## src/rtl/not_gate.sv

```systemverilog
// -----------------------------------------------------------------------------
// not_gate
//
// Pipelined bitwise inverter with valid/ready flow control on both sides.
// Every accepted word is transformed once, on entry, into in_data ^ inv_mask
// and then carried unchanged through STAGES register stages to the output.
// An all-ones mask gives a pure NOT; a zero mask is a plain registered pipe.
// A free-running counter tracks how many words have been delivered.
//
// Parameters
//   WIDTH   data / mask width in bits (>= 1)
//   STAGES  number of pipeline register stages (>= 1), equals the latency
//   CNT_W   width of the delivered-word counter
//
// Ports
//   clk         clock, all state changes on the rising edge
//   rst         asynchronous, active-high reset
//   in_data     input word
//   inv_mask    per-bit invert enable, sampled together with in_data
//   in_valid    producer has a word
//   in_ready    block can take a word this cycle
//   out_data    result word (from the last stage)
//   out_valid   result present
//   out_ready   consumer takes the result this cycle
//   xfer_count  number of output transfers since reset, wraps
//
// Handshake semantics (both sides): a transfer happens on a rising edge where
// valid && ready are both high. A source holding valid keeps its word stable
// until that edge. ready may depend combinationally on the downstream ready
// (in_ready depends on out_ready), but valid never depends on ready.
// -----------------------------------------------------------------------------
module not_gate #(
    parameter int WIDTH  = 8,
    parameter int STAGES = 2,
    parameter int CNT_W  = 16
) (
    input  logic             clk,
    input  logic             rst,
    input  logic [WIDTH-1:0] in_data,
    input  logic [WIDTH-1:0] inv_mask,
    input  logic             in_valid,
    output logic             in_ready,
    output logic [WIDTH-1:0] out_data,
    output logic             out_valid,
    input  logic             out_ready,
    output logic [CNT_W-1:0] xfer_count
);

    // Per-stage data word and valid bit.
    logic [WIDTH-1:0]  data_q [STAGES];
    logic [STAGES-1:0] valid_q;

    // take[i]: stage i may load a new value (word or bubble) on this edge.
    // That is true when stage i is empty or its content moves on, which
    // unrolls to: out_ready is high, or some stage from i to the end is
    // empty. Computing it this way avoids a bit-to-bit chain inside one
    // vector while giving exactly the same combinational ready path.
    logic [STAGES-1:0] take;

    always_comb begin
        logic full_from;
        full_from = 1'b1;
        take      = '0;
        for (int i = STAGES - 1; i >= 0; i--) begin
            full_from = full_from & valid_q[i];
            take[i]   = out_ready | ~full_from;
        end
    end

    assign in_ready = take[0];

    // Stage 0: the result is computed here, once, so later mask changes do
    // not touch words already in flight. Data only loads with a real word;
    // a bubble just clears the valid bit.
    always_ff @(posedge clk or posedge rst) begin
        if (rst) begin
            valid_q[0] <= 1'b0;
            data_q[0]  <= '0;
        end else if (take[0]) begin
            valid_q[0] <= in_valid;
            if (in_valid) begin
                data_q[0] <= in_data ^ inv_mask;
            end
        end
    end

    // Stages 1..STAGES-1: move forward whenever allowed. A stalled stage
    // keeps both its data and valid bit, so nothing is dropped or repeated.
    for (genvar g = 1; g < STAGES; g++) begin : g_stage
        always_ff @(posedge clk or posedge rst) begin
            if (rst) begin
                valid_q[g] <= 1'b0;
                data_q[g]  <= '0;
            end else if (take[g]) begin
                valid_q[g] <= valid_q[g-1];
                if (valid_q[g-1]) begin
                    data_q[g] <= data_q[g-1];
                end
            end
        end
    end

    assign out_data  = data_q[STAGES-1];
    assign out_valid = valid_q[STAGES-1];

    // Delivered-word counter; wraps naturally at 2^CNT_W.
    always_ff @(posedge clk or posedge rst) begin
        if (rst) begin
            xfer_count <= '0;
        end else if (out_valid && out_ready) begin
            xfer_count <= xfer_count + 1'b1;
        end
    end

endmodule

```

## config.mk

```make
export PLATFORM = sky130hd
export DESIGN_NAME = not_gate
export DESIGN_NICKNAME = d
export VERILOG_FILES = /design/src/rtl/not_gate.sv
export SDC_FILE = /design/constraint.sdc
export NUM_CORES = 1
export LEC_CHECK = 0
export CORE_ASPECT_RATIO = 0.75
export CORE_MARGIN = 2
export CORE_UTILIZATION = 45
export DETAILED_ROUTE_END_ITERATION = 6
export GPL_TIMING_DRIVEN = 1
export PLACE_DENSITY = 0.77
export SYNTH_ARGS = -nofsm -noshare
export SYNTH_HDL_FRONTEND = slang
export SYNTH_SLANG_ARGS = --single-unit
```

## constraint.sdc

```tcl
create_clock -name clk -period 1.95 [get_ports clk]
set_clock_uncertainty 0.05 [all_clocks]
set_input_delay 0.39 -clock clk [delete_from_list [all_inputs] [get_ports clk]]
set_output_delay 0.39 -clock clk [all_outputs]
set_load 0.05 [all_outputs]
```

==> reports/metrics.csv, run 1 <==
stage,metric,value,unit
worst_setup_path,"slowest stage delay, CP",0.80,ns
die,Starting Density,46.35,%
worst_setup_path,critical-path maximum fanout,2,
sta,unrepaired setup endpoints after global routing,no,
cts,later-pin clock latency in the skew report,0.28,ns
cts,clock buffer count from CTS,5,
cts,# resized after CTS,0,
global_routing,largest net degree at the start of global routing,35,
worst_setup_path,"Slowest-stage cell, CP",clkdlybuf4s50_1,
finish,Area growth syn-to-layout,36.80,%
finish,final instance area,2042,sq um
detailed_routing,Wirelength per Cell,13.19,um
die,core area,3221,sq um
die,die span in y,53.88,um
hold_path,worst hold path type,reg2reg,
placement,I/O Buffers,45,
detailed_routing,Vias/cell,4.671,
placement,Placed Cells,212,
cts,CTS tree,done,
die,die area,3798,sq um
sta,setup TNS,0,ns
detailed_routing,met3 WL,120,um
worst_setup_path,FF-to-FF Start,xfer_count[6]$_DFFE_PP0P_,
die,row count,18,
synth,Cells after Synth,130,
worst_setup_path,Worst Setup End Kind,output port,
detailed_routing,Max Used Layer,met4,
detailed_routing,met2 wire len,1462,um
die,Die Wd,70.51,um
sta,Final Cycle Share,96.10,%
synth,Synth Net Count,151,
cts,CTS sink count,34,
worst_setup_path,startpoint class of the critical path,register,
cts,CTS max path bufs,2,
global_routing,antenna violations before repair,0,
sta,fin crit period,1.874,ns
finish,NumNets Final,200,
cts,cts hold-fix bufs,0,
sta,Max-slew headroom,66.62,%
global_routing,Total Routing Usage GR,16.20,%
global_routing,total gr overflow,0,
detailed_routing,DRT iter0 DRCs,93,
cts,setup repair bufs after CTS,0,
cts,Root Buffer,clkbuf_8,
detailed_routing,DRT Pass-1 Iters,4,
sta,Fmax,533.6,MHz
detailed_routing,WL final,2889,um
sta,final-report max-slew violation count,0,
worst_setup_path,CP required,1.51,ns
run,Max-Cap Viols,0,
synth,YS warnings,0,
synth,register area share after synthesis,57.00,%
sta,Worst-Margin Slew,0.4992,ns
worst_setup_path,WS Path Type,reg2out,
detailed_routing,Routed Antenna Nets,0,
sta,final setup vio count,0,
synth,"Distinct cells, synth",21,
pwr,Worst VDD drop,0.8195,mV
cts,H-tree depth,2,
synth,"Cell Area, Synth",1493,sq um
pwr,Power Dens Cells,1165,nW/um^2
worst_setup_path,Critical Path AT,1.43,ns
detailed_routing,residual DRC count,0,
global_routing,first-pass GRT wire length,4595,um
worst_setup_path,crit path from,out_data[7]$_DFFE_PP0P_,
detailed_routing,WL met1,1261,um
run_status,outcome,"finished, final reports clean",
pwr,Lkg Pwr,0.9315,nW
placement,Placed Instance Area,1956,sq um
global_routing,vias in the first global route,1013,
hold_path,Worst Hold Launch,data_q[13]$_DFFE_PP0P_,
cts,clock-pin slew on the worst setup and hold paths,0.06,ns
synth,Synth Register Bits,34,
placement,DP HPWL,2174,um
worst_setup_path,critical path cell sequence,clkdlybuf4s50_1,
die,# IOs,46,
sta,final hold violation count,0,
synth,post-synthesis average cell area,11.48,sq um
placement,placer congestion estimate,0.7232,
detailed_routing,via count,1023,
finish,ratio of cells with drive above 1 in the final layout,24.02,%
pwr,Pwr Total,2.379,mW
worst_setup_path,Critical path buffers and inverters,1,
finish,diode count,0,
finish,Non-Filler Instances,219,
worst_setup_path,Top delay family on crit path,buffers and inverters,
## registers in the layout, summed over array words and instances (netlist names)
register,cells
xfer_count,16
data_q,8
out_data,8
out_valid,1
valid_q,1
## layer usage
layer | global-route usage [%] | vias to the layer above
li1 | - | 517
met1 | 19.52 | 478
met2 | 28.14 | 23
met3 | 4.494 | 5
met4 | 6.731 | 0
met5 | 0 | -
## cell families after synthesis
| family | Yosys count | synth area share (%) |
|---|---|---|
| xor gates and xnor gates | 23 | 13.50 |
| muxes | 9 | 6.790 |
| buffers and inverters | 12 | 5.029 |
| DFF | 34 | 57.00 |
| adders and majority gates | 1 | 0.8381 |
| and+or+nand+nor | 43 | 14.17 |
| AOI/OAI and AO/OA | 8 | 2.682 |
## layout by cell type, fill, tap and decap left out
cell type,synthesis,layout
mux2_2,9,9
inv_1,3,3
clkbuf_8,0,6
nand2b_1,2,2
buf_4,8,22
ha_1,1,1
and4_1,1,1
nor3_1,2,2
o21ai_0,8,8
nand3_1,5,5
clkdlybuf4s50_1,0,27
buf_12,0,2
dfrtp_2,0,1
nor2_1,7,7
or2b_1,1,1
or2_2,1,1
xor2_1,7,7
nand3b_1,1,1
or4_4,1,1
nand4_1,3,3
dfrtp_1,34,33
nand2_1,18,18
xnor2_1,16,16
clkbuf_1,1,1
nor3_2,1,1
## cell usage after synthesis (all sizes together)
master	instances	area [sq um]
nand2b	2	12.51
inv	3	11.26
nor3	3	20.02
nor2	7	26.28
buf	8	60.06
nand3b	1	7.510
or2	1	6.260
nand4	3	18.77
xor2	7	61.31
mux2	9	101.4
and4	1	8.760
clkbuf	1	3.750
ha	1	12.51
or2b	1	7.510
or4	1	11.26
dfrtp	34	850.8
nand3	5	25.02
nand2	18	67.56
xnor2	16	140.1
o21ai	8	40.04
## per-stage QoR
step                setup slack, ns  util (%)  hold WS, ns
floorplan                   0.03670         -       0.3960
global placement           -0.09800     60.72       0.4093
detailed placement          -0.1374     60.72       0.4163
CTS                         0.05575     63.40       0.4348
global route                0.02031     63.40       0.4575
finish                      0.07610     63.40       0.4278
## power by group
group          total [mW]  switching, mW  internal, mW  leakage (nW)
Combinational       0.897          0.561         0.336         0.458
Sequential          0.971          0.126         0.845         0.430
Clock               0.511          0.231         0.280        0.0443
## final cells by class
type	count	area, sq um
clock buffers	7	86.33
flip-flops and latches	34	852.1
fillers	275	1179
inverters	3	11.26
multi-input cells	84	566.8
repair buffers	51	475.5
well taps	40	50.05
## path summary, 6_finish.rpt
| kind | to | slack, ns | cells after the start |
|---|---|---|---|
| worst min-delay path | data_q[13]$_DFFE_PP0P_ | 0.43 | 2 |
| worst max-delay path | out_data[7] | 0.08 | 1 |
| worst min register to register | data_q[13]$_DFFE_PP0P_ | 0.43 | 2 |
| max in group asynchronous | out_valid$_DFFE_PP0P_ | 1.07 | 3 |
| worst max register to register | xfer_count[15]$_DFFE_PP0P_ | 0.27 | 4 |
| min in group asynchronous | data_q[8]$_DFFE_PP0P_ | 0.46 | 3 |
No activity file was read; power rests on OpenSTA's default activity.
==> run 2: changes to the inputs <==
--- a/config.mk
+++ b/config.mk
@@ -5,12 +5,14 @@
 export SDC_FILE = /design/constraint.sdc
 export NUM_CORES = 1
 export LEC_CHECK = 0
+export CELL_PAD_IN_SITES_DETAIL_PLACEMENT = 2
+export CELL_PAD_IN_SITES_GLOBAL_PLACEMENT = 2
 export CORE_ASPECT_RATIO = 0.75
 export CORE_MARGIN = 2
-export CORE_UTILIZATION = 45
+export CORE_UTILIZATION = 29
 export DETAILED_ROUTE_END_ITERATION = 6
 export GPL_TIMING_DRIVEN = 1
-export PLACE_DENSITY = 0.77
+export PLACE_DENSITY_LB_ADDON = 0.1
 export SYNTH_ARGS = -nofsm -noshare
 export SYNTH_HDL_FRONTEND = slang
 export SYNTH_SLANG_ARGS = --single-unit
==> reports/metrics.csv, run 2 (synthesis gave the netlist of run 1 again) <==
stage,metric,value,unit,change
run_status,outcome,"finished, final reports clean",,
sta,fin crit period,1.896,ns,+0.02256 ns
sta,Max-slew headroom,65.95,%,-0.67 points
die,core area,4927,sq um,+53%
cts,# resized after CTS,0,,unchanged
sta,Worst-Margin Slew,0.5092,ns,+0.01001 ns
cts,clock buffer count from CTS,5,,unchanged
hold_path,hold path depth,2,,unchanged
finish,"Most flops, register",xfer_count,,
finish,most frequent cells in the layout,"33 x dfrtp_1, 27 x clkdlybuf4s50_1, 21 x buf_4, 18 x nand2_1, 16 x xnor2_1",,
finish,NumNets Final,200,,unchanged
cts,Root Buffer,clkbuf_8,,
global_routing,first-pass GRT wire length,5892,um,+28%
die,row count,22,,+4
die,die span in y,66.13,um,+23%
hold_path,worst hold path type,reg2reg,,
cts,CTS sink count,34,,unchanged
worst_setup_path,"Slowest-stage cell, CP",clkdlybuf4s50_1,,
detailed_routing,DRT Pass-1 Iters,4,,unchanged
hold_path,worst hold path endpoint,data_q[13]$_DFFE_PP0P_,,
global_routing,Total Routing Usage GR,13.59,%,-2.6 points
detailed_routing,Wirelength per Cell,14.41,um,+9.2%
detailed_routing,WL final,3458,um,+20%
worst_setup_path,critical-path maximum fanout,2,,unchanged
worst_setup_path,critical path cell sequence,clkdlybuf4s50_1,,
sta,final hold violation count,0,,unchanged
pwr,Lkg Pwr,0.9638,nW,+3.5%
detailed_routing,DRT iter0 DRCs,37,,-60%
cts,setup repair bufs after CTS,0,,unchanged
die,Die Wd,86.84,um,+23%
placement,DP HPWL,2728,um,+25%
die,# IOs,46,,unchanged
cts,clock-pin slew on the worst setup and hold paths,0.07,ns,about the same
worst_setup_path,Critical path buffers and inverters,1,,unchanged
global_routing,antenna violations before repair,0,,unchanged
sta,final setup vio count,0,,unchanged
placement,Setup Slack @ Placement,-0.2040,ns,-0.06668 ns
global_routing,total gr overflow,0,,unchanged
worst_setup_path,"slowest stage delay, CP",0.81,ns,about the same
worst_setup_path,startpoint class of the critical path,register,,
cts,CTS max path bufs,2,,unchanged
cts,CTS tree,done,,
die,die area,5743,sq um,+51%
die,Starting Density,30.29,%,-16 points
worst_setup_path,worst r2r path cells,4,,unchanged
sta,final-report max-slew violation count,0,,unchanged
global_routing,largest net degree at the start of global routing,35,,unchanged
pwr,Worst VDD drop,0.8290,mV,+1.2%
cts,cts hold-fix bufs,0,,unchanged
worst_setup_path,worst reg-to-reg setup slack,0.24,ns,-0.03 ns
run,Max-Cap Viols,0,,unchanged
worst_setup_path,Worst Setup End Kind,output port,,
hold_path,Worst Hold Launch,data_q[13]$_DFFE_PP0P_,,
sta,unrepaired setup endpoints after global routing,no,,
cts,later-pin clock latency in the skew report,0.29,ns,about the same
finish,Area growth syn-to-layout,43.08,%,
worst_setup_path,FF-to-FF Start,xfer_count[5]$_DFFE_PP0P_,,
finish,final instance area,2136,sq um,+4.6%
placement,I/O Buffers,45,,unchanged
worst_setup_path,Top delay family on crit path,buffers and inverters,,
global_routing,vias in the first global route,1198,,+18%
finish,diode count,0,,unchanged
detailed_routing,Routed Antenna Nets,0,,unchanged
finish,ratio of cells with drive above 1 in the final layout,25.00,%,+0.98 points
detailed_routing,via count,1095,,+7.0%
worst_setup_path,Critical Path AT,1.46,ns,+0.03 ns
worst_setup_path,WS Path Type,reg2out,,
placement,placer congestion estimate,0.7308,,+1.1%
detailed_routing,Vias/cell,4.563,,-2.3%
sta,final worst-path setup slack,0.05354,ns,-0.02256 ns
worst_setup_path,Reg-to-Reg End,xfer_count[15]$_DFFE_PP0P_,,
sta,Final Cycle Share,97.25,%,+1.2 points
cts,H-tree depth,2,,unchanged
finish,max reg flops,16,,unchanged
finish,"commonest non-fill, non-tap cell in the layout",dfrtp_1,,
detailed_routing,residual DRC count,0,,unchanged
placement,Placed Instance Area,1993,sq um,+1.9%
sta,Fmax,527.3,MHz,-1.2%
worst_setup_path,CP required,1.51,ns,about the same
pwr,Power Dens Cells,1257,nW/um^2,+7.9%
-- run 2: worst max-delay path by stage --
stage	startpoint	end	slack, ns	depth (start not counted)
floorplan	out_valid$_DFFE_PP0P_	data_q[10]$_DFFE_PP0P_	0.04	4
global placement	out_ready	xfer_count[15]$_DFFE_PP0P_	-0.12	5
detailed placement	out_ready	xfer_count[15]$_DFFE_PP0P_	-0.20	5
CTS	out_data[1]$_DFFE_PP0P_	out_data[1]	0.04	1
global route	out_data[2]$_DFFE_PP0P_	out_data[2]	0.02	1
finish	out_data[6]$_DFFE_PP0P_	out_data[6]	0.05	1
-- run 2: metrics by stage --
| step | utilization (%) | total power, mW | TNS (ns) | hold slack [ns] | cells |
|---|---|---|---|---|---|
| after global placement | 40.45 | 1.871 | -0.1912 | 0.4085 | 232 |
| after global routing | 43.35 | 2.822 | 0 | 0.4750 | 240 |
| after floorplan | - | 1.617 | 0 | 0.3960 | 130 |
| after CTS | 43.35 | 2.728 | 0 | 0.4403 | 240 |
| after detailed placement | 40.45 | 1.912 | -0.5555 | 0.4237 | 232 |
| final | 43.35 | 2.686 | 0 | 0.4314 | 240 |
-- run 2: final cells by class --
| cell class | count | area (sq um) |
|---|---|---|
| Inverter | 3 | 11.26 |
| Clock buffer | 6 | 82.58 |
| Multi-Input combinational cell | 84 | 566.8 |
| Sequential cell | 34 | 852.1 |
| Fill cell | 518 | 2791 |
| Tap cell | 60 | 75.07 |
| Timing Repair Buffer | 51 | 488.0 |
| Clock inverter | 2 | 60.06 |
-- run 2: layer usage --
layer	vias to the layer above	wire [um]	global-route usage [%]
met2	31	1646	20.90
met4	0	40	5.273
met3	4	197	3.870
met5	-	0	0
li1	517	-	-
met1	543	1574	18.06
-- run 2: where the power goes --
part,leakage (nW),internal (mW),switching [mW]
logic,0.463,0.339,0.568
clock network,0.0714,0.545,0.259
registers,0.430,0.845,0.129
